## src/rtl/wb_writer.sv

```systemverilog
// Writeback queue: buffers {rd, data} results and drains one per unheld cycle to the register file.
// Optional macro WB_WRITER_FORWARD_EN enables youngest-match forwarding lookups on rs1/rs2.
module wb_writer #(
  parameter int DATA_WIDTH = 32,
  parameter int DEPTH      = 4
) (
  input  logic                          clk,
  input  logic                          rst_n,
  input  logic                          in_valid,
  output logic                          in_ready,
  input  logic [$clog2(DATA_WIDTH)-1:0] in_rd,
  input  logic [DATA_WIDTH-1:0]         in_data,
  input  logic                          hold,
  output logic                          reg_write,
  output logic [$clog2(DATA_WIDTH)-1:0] rd,
  output logic [DATA_WIDTH-1:0]         rd_data,
  input  logic [$clog2(DATA_WIDTH)-1:0] rs1,
  input  logic [$clog2(DATA_WIDTH)-1:0] rs2,
  output logic                          fwd1_hit,
  output logic                          fwd2_hit,
  output logic [DATA_WIDTH-1:0]         fwd1_data,
  output logic [DATA_WIDTH-1:0]         fwd2_data,
  output logic [$clog2(DEPTH):0]        count
);

  localparam int RW = $clog2(DATA_WIDTH);
  localparam int PW = $clog2(DEPTH);
  localparam int CW = PW + 1;
  localparam logic [CW-1:0] FULL = CW'(DEPTH);

  logic [RW-1:0]         mem_rd_q   [DEPTH];
  logic [DATA_WIDTH-1:0] mem_data_q [DEPTH];
  logic [PW-1:0]         wr_ptr_q, wr_ptr_d;
  logic [PW-1:0]         rd_ptr_q, rd_ptr_d;
  logic [CW-1:0]         count_q, count_d;
  logic                  accept, push, pop;

  assign in_ready = (count_q < FULL);
  assign accept   = in_valid && in_ready;
  // x0 results complete the handshake but are never stored
  assign push     = accept && (in_rd != '0);
  assign pop      = reg_write;

  assign reg_write = (count_q != '0) && !hold;
  assign rd        = (count_q != '0) ? mem_rd_q[rd_ptr_q]   : '0;
  assign rd_data   = (count_q != '0) ? mem_data_q[rd_ptr_q] : '0;
  assign count     = count_q;

  always_comb begin
    wr_ptr_d = wr_ptr_q;
    rd_ptr_d = rd_ptr_q;
    count_d  = count_q;
    if (push) wr_ptr_d = wr_ptr_q + PW'(1);
    if (pop)  rd_ptr_d = rd_ptr_q + PW'(1);
    count_d = count_q + CW'(push) - CW'(pop);
  end

  always_ff @(posedge clk or negedge rst_n) begin
    if (!rst_n) begin
      wr_ptr_q <= '0;
      rd_ptr_q <= '0;
      count_q  <= '0;
    end else begin
      wr_ptr_q <= wr_ptr_d;
      rd_ptr_q <= rd_ptr_d;
      count_q  <= count_d;
    end
  end

  always_ff @(posedge clk) begin
    if (push) begin
      mem_rd_q[wr_ptr_q]   <= in_rd;
      mem_data_q[wr_ptr_q] <= in_data;
    end
  end

`ifdef WB_WRITER_FORWARD_EN
  // Scan oldest to youngest so the last match seen is the youngest pending value
  always_comb begin
    logic [PW-1:0] idx;
    fwd1_hit  = 1'b0;
    fwd2_hit  = 1'b0;
    fwd1_data = '0;
    fwd2_data = '0;
    idx       = '0;
    for (int i = 0; i < DEPTH; i++) begin
      idx = rd_ptr_q + PW'(i);
      if (CW'(i) < count_q) begin
        if (rs1 != '0 && mem_rd_q[idx] == rs1) begin
          fwd1_hit  = 1'b1;
          fwd1_data = mem_data_q[idx];
        end
        if (rs2 != '0 && mem_rd_q[idx] == rs2) begin
          fwd2_hit  = 1'b1;
          fwd2_data = mem_data_q[idx];
        end
      end
    end
  end
`else
  logic unused_rs;
  assign unused_rs = ^{rs1, rs2};
  assign fwd1_hit  = 1'b0;
  assign fwd2_hit  = 1'b0;
  assign fwd1_data = '0;
  assign fwd2_data = '0;
`endif

endmodule

```

## config.mk

```make
export PLATFORM = sky130hd
export DESIGN_NAME = wb_writer
export DESIGN_NICKNAME = d
export VERILOG_FILES = /design/src/rtl/wb_writer.sv
export SDC_FILE = /design/constraint.sdc
export NUM_CORES = 1
export LEC_CHECK = 0
export ABC_AREA = 1
export BUFFER_PORTS_ARGS = -buffer_cell sky130_fd_sc_hd__buf_2
export CORE_MARGIN = 2
export CORE_UTILIZATION = 59
export DETAILED_ROUTE_END_ITERATION = 8
export GPL_ROUTABILITY_DRIVEN = 0
export HOLD_SLACK_MARGIN = 0.08
export PLACE_DENSITY_LB_ADDON = 0.2
export SLEW_MARGIN = 20
export SYNTH_ARGS = -nofsm -noshare
export SYNTH_HDL_FRONTEND = slang
export SYNTH_SLANG_ARGS = --single-unit
export TNS_END_PERCENT = 50
```

## constraint.sdc

```tcl
create_clock -name clk -period 4.25 [get_ports clk]
set_clock_uncertainty 0.15 [all_clocks]
set_input_delay 1.0625 -clock clk [delete_from_list [all_inputs] [get_ports clk]]
set_output_delay 1.0625 -clock clk [all_outputs]
set_load 0.02 [all_outputs]
```

# After elaboration in Yosys (flattened, before gate mapping)
# Memory sizes are Yosys's and may differ from the RTL's.
# Cells that the tools add are included.
# Widths: inputs -> output; s select.
[op_classes]
add_sub_neg = 4
order_cmp = 1
n_mux = 4
reduce_logical = 6
[ops]
columns = ["op", "count"]
rows = [
  ["$mux 32", 1],
  ["$mux 5", 1],
  ["$reduce_bool 5->1", 1],
  ["$add 2x1->2 const B", 2],
  ["$add 3x1->3", 1],
  ["$logic_and 1x1->1", 3],
  ["$lt 3x3->1 const B", 1],
  ["$reduce_bool 3->1", 1],
  ["$sub 3x1->3", 1],
  ["$mux 1", 2],
  ["$logic_not 1->1", 1],
]
[word_totals]
ff_bits = 7
ram_bits = 148
in_bits = 51
out_inout_bits = 108
wordCells = 20
memories = 2
[memory_table]
columns = ["memory", "words", "word_bits", "read_ports", "rd_clocked_by_memory_dff", "write_ports", "line", "text"]
rows = [
  ["mem_data_q", 4, 32, 1, 0, 1, "32", "logic [DATA_WIDTH-1:0] mem_data_q [DEPTH];"],
  ["mem_rd_q", 4, 5, 1, 0, 1, "31", "logic [RW-1:0] mem_rd_q [DEPTH];"],
]

# Logic depth before layout (Yosys ltp)
# Gate-level depths: netlist of the first run.
[logic_depth]
depth_word = 5
depth_mapped = 9
mapped_depth_nobuf = 9

# Worst setup path before layout of the first run
# No wires, ideal clock.
[synth_timing]
path_kind = "in2reg"
startpoint = "input in_valid"
endpoint = "memory mem_data_q[0][0] (enable)"
setup_ns = 0.431
arrival_ns = 2.968
t_required_ns = 3.669
setup_slack_ns = 0.701
stages = 4
n_path_buf = 0
cell_sequence = "inv_1 -> nor2_1 -> nand2_1 -> nor2_1"
[synth_between]
elab_chain_len = 4
[synth_rtl]
columns = ["item", "line", "text"]
rows = [
  ["start, declared", "9", "input logic in_valid,"],
  ["$logic_and 1x1->1", "39", "assign accept = in_valid && in_ready;"],
  ["$logic_and 1x1->1", "41", "assign push = accept && (in_rd != '0);"],
  ["$mux 1", "71", "if (push) begin"],
  ["$mux 1 (not written as such)", "73", "mem_data_q[wr_ptr_q] <= in_data;"],
  ["end, declared", "32", ""],
]
# Every way passes these cells.

# Worst setup path in the final report of the first run
[layout_timing]
startpoint = "register count_q[2], in the netlist count[2]"
endpoint = "output rd_data[31]"
[layout_between]
elab_chain_len = 2
[layout_rtl]
columns = ["item", "line", "text"]
rows = [
  ["start, declared", "35", "logic [CW-1:0] count_q, count_d;"],
  ["start signal, assigned", "66", "count_q <= count_d;"],
  ["$reduce_bool 3->1", "46", "assign rd_data = (count_q != '0) ? mem_data_q[rd_ptr_q] : '0;"],
  ["$mux 32", "46", ""],
  ["end, declared", "16", "output logic [DATA_WIDTH-1:0] rd_data,"],
]
# Every way passes these cells.

==> metrics.txt, run 1 <==
status complete, no violations; vias in the first global route 4517; Seq/Total Area, Yosys 63.89%; number of top-level pins 159; fraction of layout cells with a size suffix above 1 15.64%; setup repair after global routing missed its margin no; adder-cell share of the synthesized area 1.315%; # fillers 861; initial core utilization 60.20%; Max VDD drop 0.6027 mV; hold_buf cts 0; finished layout cell area 8117 um^2; relative slew slack 43.99%; GRT Total Usage 22.00%; placed cell count 914; Site Rows 40; simple-gate portion of the synthesized area 14.00%; root buf cell clkbuf_16; Setup Buffers After CTS 0; Post-DRT Antenna Nets 0; CTS tree done; Remaining Overflow, GRT 0; Die Wd 114.7 um; Yosys top cell area share 61.46%; post-CTS sizing 0; Worst R2R Setup Slack 1.84 ns; largest cells by area after synthesis edfxtp_1, inv_1, nand2_1, buf_4, nand3_1; hpwl dp 7736 um; Clock Sinks 155; clock tree buffer depth 2; drt wl/cell 14.35 um; Cell Area, Synth 7231 um^2; Synth cell types 20; Placed Area 7552 um^2; largest net degree at the start of global routing 77; main combinational cell family by area after synthesis buffers and inverters; hold crit path type input pin to async pin; Iteration-0 DRC Markers 350; initial antenna violation count 2; # setup viols final 0; multi-input logic area 1602 um^2; FF+latch area 4622 um^2; multiplexer share of the synthesized area 0%; Die Ht 114.7 um; Seq cells post-synth 155; DRC Markers 0; setup TNS 0 ns; Max Cap Violations 0; Crit Path Max Fanout 37; final non-filler cell total 947; Final Routed Wirelength 13590 um; compound-gate portion of the synthesized area 2.630%; DR vias 4623; Setup crit end kind output port; Required @ worst endpoint 3.04 ns; synthesized instance count 706; Via density 4.882; fin nets 844; CTS buffer count 17; Fmax 0.3004 GHz; leakage dissipation 3.797 nW; drt pass-1 iters 4; most frequent cells in the layout inv_1, nand2_1, edfxtp_1; Die Area 13160 um^2; Final Hold Vio Count 0; Clock transition at path regs 0.06 ns; Synth Warn # 0; Worst Path Arrival 2.12 ns; final core utilization 67.57%; Port Buffers 82; Max Transition Viols Final 0; Hold Slack 0.3240 ns; Synth-to-Final Area Change 12.25%; worst slew pin tran 0.8389 ns; Critical Path Source Type register; Setup Crit Path Kind register to output port; Tmin final 3.329 ns; PD cells 692.7 nW/um^2; depth of the CTS H-tree 4; Core Region 12010 um^2; commonest non-fill, non-tap cell in the layout inv_1; worst-skew pair later-pin latency 0.42 ns; area leader, netlist edfxtp_1; first-pass GRT wire length 21390 um; Tcrit/Tclk final 78.34%; Mean Syn Cell Area 10.24 um^2; Post-Synth XOR/XNOR Area 0.3634%
layer usage:
layer / wire length (um) / part of all wire (%) / up-vias / track usage (%)
met5: 5 / 0.037 / - / 0
met4: 348 / 2.6 / 2 / 12.45
met3: 869 / 6.4 / 31 / 5.453
met2: 6715 / 49 / 171 / 34.95
met1: 5648 / 42 / 2178 / 27.90
li1: - / - / 2241 / -
path summary, 6_finish.rpt:
kind,from,to,cells past startpoint
hold / removal,rst_n,count[0],1
setup / recovery,count[2],rd_data[31],5
hold reg to reg,count[0],count[0],1
setup reg to reg,count[2],count[2],7
min in group clk,count[0],count[0],1
max in group asynchronous,rst_n,rd_ptr_q[0],1
stage by stage:
step | worst slack, ns | total power, mW
global route | 0.7462 | 5.962
global placement | 1.166 | 4.168
finish | 0.9207 | 5.622
CTS | 0.8817 | 5.666
floorplan | 0.7008 | 3.620
detailed placement | 1.107 | 4.230
report_power, final:
group	internal (mW)	switching (mW)	leakage [nW]
Clock	0.861	0.573	0.261
Sequential	1.92	0.0675	1.43
Combinational	0.645	1.56	2.11
Total	3.42	2.20	3.80
synth_stat cells:
cell,n
conb_1,1
fa_1,1
nand3_1,77
buf_2,12
edfxtp_1,148
o21ai_0,1
buf_4,69
nand2_1,159
xnor2_1,2
a21oi_1,37
inv_2,3
clkbuf_4,1
buf_6,5
ha_1,6
clkbuf_1,4
dfrtp_1,7
inv_1,162
buf_1,2
nor2_1,8
xor2_1,1
critical path, cell delays in order, from the launching register on:
cell	delay, ns
dfrtp_1	0.43
nor2_1	0.12
nand2_1	0.08
inv_2	0.62
a21oi_1	0.21
buf_2	0.23
area by class of cell:
class                      instances  area share (%)
clock inverter                    11           1.495
timing repair buffer              89           6.474
clock buffer                      21           5.426
sequential                       155           56.94
inverter                         165           7.631
multi-input combinational        358           19.73
antenna                            1         0.03083
tap                              147           2.266
registers in the layout (all words and copies together) (netlist names):
register,cells
count,3
mem_data_q,128
mem_rd_q,20
wr_ptr_q,2
rd_ptr_q,2
cells by family (layout without fill, tap and decap cells):
kind of cell / count (synthesis) / count (layout)
compound gates: 38 / 38
fa+ha+maj: 7 / 7
flops: 155 / 155
simple gates: 244 / 244
other cells: 1 / 67
xor+xnor: 3 / 3
buf+inv: 258 / 286
No activity file was read; power rests on OpenSTA's default activity.
==> run 2: changes to the inputs <==
--- a/config.mk
+++ b/config.mk
@@ -8,7 +8,7 @@
 export ABC_AREA = 1
 export BUFFER_PORTS_ARGS = -buffer_cell sky130_fd_sc_hd__buf_2
 export CORE_MARGIN = 2
-export CORE_UTILIZATION = 59
+export CORE_UTILIZATION = 49
 export DETAILED_ROUTE_END_ITERATION = 8
 export GPL_ROUTABILITY_DRIVEN = 0
 export HOLD_SLACK_MARGIN = 0.08
==> constraint.sdc (replaced) <==
create_clock -name clk -period 2.9 [get_ports clk]
set_clock_uncertainty 0.15 [all_clocks]
set_input_delay 0.725 -clock clk [delete_from_list [all_inputs] [get_ports clk]]
set_output_delay 0.725 -clock clk [all_outputs]
set_load 0.02 [all_outputs]
==> run 2 against run 1 <==
  * Sequential share of layout area decreased by 1.3 points
  * Critical path depth increased by 1
  * Routed wire length increased by 4.2%
  * Count of clock-buffer cells in the layout decreased by 4
  * First-iteration DRC count decreased by 13%
  * Final area increased by 2.4%
  * Sequential cell count unchanged
  * Total power increased by 50%
  * Critical path type unchanged
  * Highest routed layer unchanged
==> metrics.txt, run 2 (synthesized netlist as in run 1, its figures left out) <==
DRC Markers 0 (unchanged); # fillers 1215 (was 861); GRT Total Usage 18.46% (was 22.00%); drt wl/cell 14.21 um (was 14.35 um); status complete, no violations (unchanged); fraction of layout cells with a size suffix above 1 17.24% (was 15.64%); vias in the first global route 4478 (was 4517); Remaining Overflow, GRT 0 (unchanged); Die Area 15740 um^2 (was 13160 um^2); placed cell count 961 (was 914); worst-skew pair later-pin latency 0.42 ns (about the same); cell internal pwr 5.147 mW (was 3.424 mW); CP peak stage delay 0.51 ns (was 0.62 ns); Tcrit/Tclk final 95.79%; hpwl dp 8521 um (was 7736 um); Placed Area 7711 um^2 (was 7552 um^2); Worst R2R Path Depth 9 (was 7); initial core utilization 49.94% (was 60.20%); Overall Power 8.416 mW (was 5.622 mW); Synth-to-Final Area Change 14.93% (was 12.25%); Required @ worst endpoint 2.03 ns (was 3.04 ns); # setup viols final 0 (unchanged); antenna fix cells 0 (was 1); Cell Chain, Critical Path inv_4 > buf_12 > nand2_1 > nand3_1 > a21oi_1 > buf_2 (was nor2_1 > nand2_1 > inv_2 > a21oi_1 > buf_2); Setup Crit Path Kind register to output port (unchanged); Worst Path Arrival 1.90 ns (was 2.12 ns); Crit-path slowest cell dfrtp_2 (was inv_2); Max VDD drop 0.6320 mV (was 0.6027 mV); root buf cell clkbuf_16 (unchanged); Clock transition at path regs 0.06 ns (about the same); DR vias 4673 (was 4623); Port Buffers 82 (unchanged); Die Wd 125.5 um (was 114.7 um); first-pass GRT wire length 22120 um (was 21390 um); final non-filler cell total 996 (was 947); switching share of power 38.84% (was 39.09%); relative slew slack 63.90% (was 43.99%); Post-DRT Antenna Nets 0 (unchanged); Final Routed Wirelength 14150 um (was 13590 um); depth of the CTS H-tree 4 (unchanged); Setup WS pre-CTS 0.3456 ns (was 1.107 ns); Reg power frac 34.9% (was 35.3%); Core Region 14480 um^2 (was 12010 um^2); Final Hold Vio Count 0 (unchanged); largest net degree at the start of global routing 65 (was 77); register with the most flip-flops mem_data_q (unchanged); Fmax 0.3600 GHz; Gate power share 40.4% (was 39.2%); final core utilization 57.40% (was 67.57%); hold path cells 1; Via density 4.692 (was 4.882); Die Ht 125.5 um (was 114.7 um); clock tree buffer depth 2 (unchanged); initial antenna violation count 1 (was 2); Max Transition Viols Final 0 (unchanged); drt pass-1 iters 4 (unchanged); Crit Path Max Fanout 31 (was 37); most frequent cells in the layout inv_1, nand2_1, edfxtp_1 (unchanged); Max Cap Violations 0 (unchanged); worst slew pin tran 0.5415 ns (was 0.8389 ns); CTS buffer count 17 (unchanged); max reg flops 128 (unchanged); Iteration-0 DRC Markers 303 (was 350); fin nets 858 (was 844); Clock power frac 24.7% (was 25.5%); Clock Sinks 155 (unchanged); Site Rows 44 (was 40); Critical Path Source Type register (unchanged); setup repair after global routing missed its margin no (unchanged); CTS tree done (unchanged); Setup crit end kind output port (unchanged); PD cells 1013 nW/um^2 (was 692.7 nW/um^2); finished layout cell area 8310 um^2 (was 8117 um^2); fin worst setup slack 0.1222 ns (was 0.9207 ns); leakage dissipation 3.888 nW (was 3.797 nW); commonest non-fill, non-tap cell in the layout inv_1 (unchanged); Tmin final 2.778 ns; number of top-level pins 159 (unchanged); Psw 3.269 mW (was 2.198 mW); hold crit path type input pin to register (was input pin to async pin)
-- run 2: cell types whose count changed in the layout (fill, tap and decap cells not counted), moves of 3 or more --
cell | previous run | this run
buf_4 | 2 | 11
clkbuf_1 | 4 | 0
buf_12 | 5 | 8
clkinv_2 | 2 | 5
-- run 2: final timing paths --
path                                           to        start  slack (ns)
worst max register to register           count[2]     count[2]        0.69
min in group asynchronous                count[0]        rst_n        0.52
max in group asynchronous             rd_ptr_q[1]        rst_n        1.90
worst min-delay path            mem_data_q[0][17]  in_data[17]        0.37
worst min register to register           count[0]     count[0]        0.39
worst max-delay path                        rd[1]  rd_ptr_q[0]        0.12
-- run 2: power groups by stage --
| stage | combinational (mW) | clock (mW) | sequential [mW] |
|---|---|---|---|
| floorplan | 2.33 | 0 | 2.97 |
| global placement | 3.32 | 0 | 2.97 |
| detailed placement | 3.38 | 0 | 2.98 |
| CTS | 3.40 | 2.11 | 2.94 |
| global route | 3.73 | 2.20 | 2.96 |
| finish | 3.40 | 2.08 | 2.93 |
-- run 2: layout make-up --
cell class	count	area, um^2	share of cell area, %
flip-flops and latches	155	4622	55.62
multi-input cells	358	1602	19.27
repair buffers	103	678.2	8.160
inverters	165	621.8	7.483
clock buffers	17	425.4	5.119
well taps	184	230.2	2.770
clock inverters	14	131.4	1.581
-- run 2: per-layer routing --
layer | part of all wire, % | wire length [um] | track usage [%]
met1 | 41 | 5733 | 21.95
met3 | 6.6 | 931 | 4.151
met2 | 51 | 7248 | 31.99
met4 | 1.6 | 229 | 8.497
met5 | 0.078 | 11 | 0
-- run 2: what timing repair did --
action | 4_1_cts | 5_1_grt
gates resized for setup | 2 | 2
pin swaps | 0 | 0
endpoints found under the setup margin | 33 | 30
hold buffers | 1 | 0
setup buffers | 0 | 3
endpoints found under the hold margin | 7 | 0
-- run 2: stage by stage --
| stage | TNS (ns) | hold slack, ns |
|---|---|---|
| after global placement | 0 | 0.3611 |
| final | 0 | 0.3694 |
| after detailed placement | 0 | 0.3787 |
| after CTS | 0 | 0.3490 |
| after floorplan | -46.14 | 0.2794 |
| after global routing | 0 | 0.3532 |
-- run 2: worst max-delay path, delay by kind of cell, from the launching register on --
family / cells / cell delay [ns]
buffers and inverters: 3 / 0.60
DFF: 1 / 0.51
AOI/OAI and AO/OA: 1 / 0.22
and+or+nand+nor: 2 / 0.14
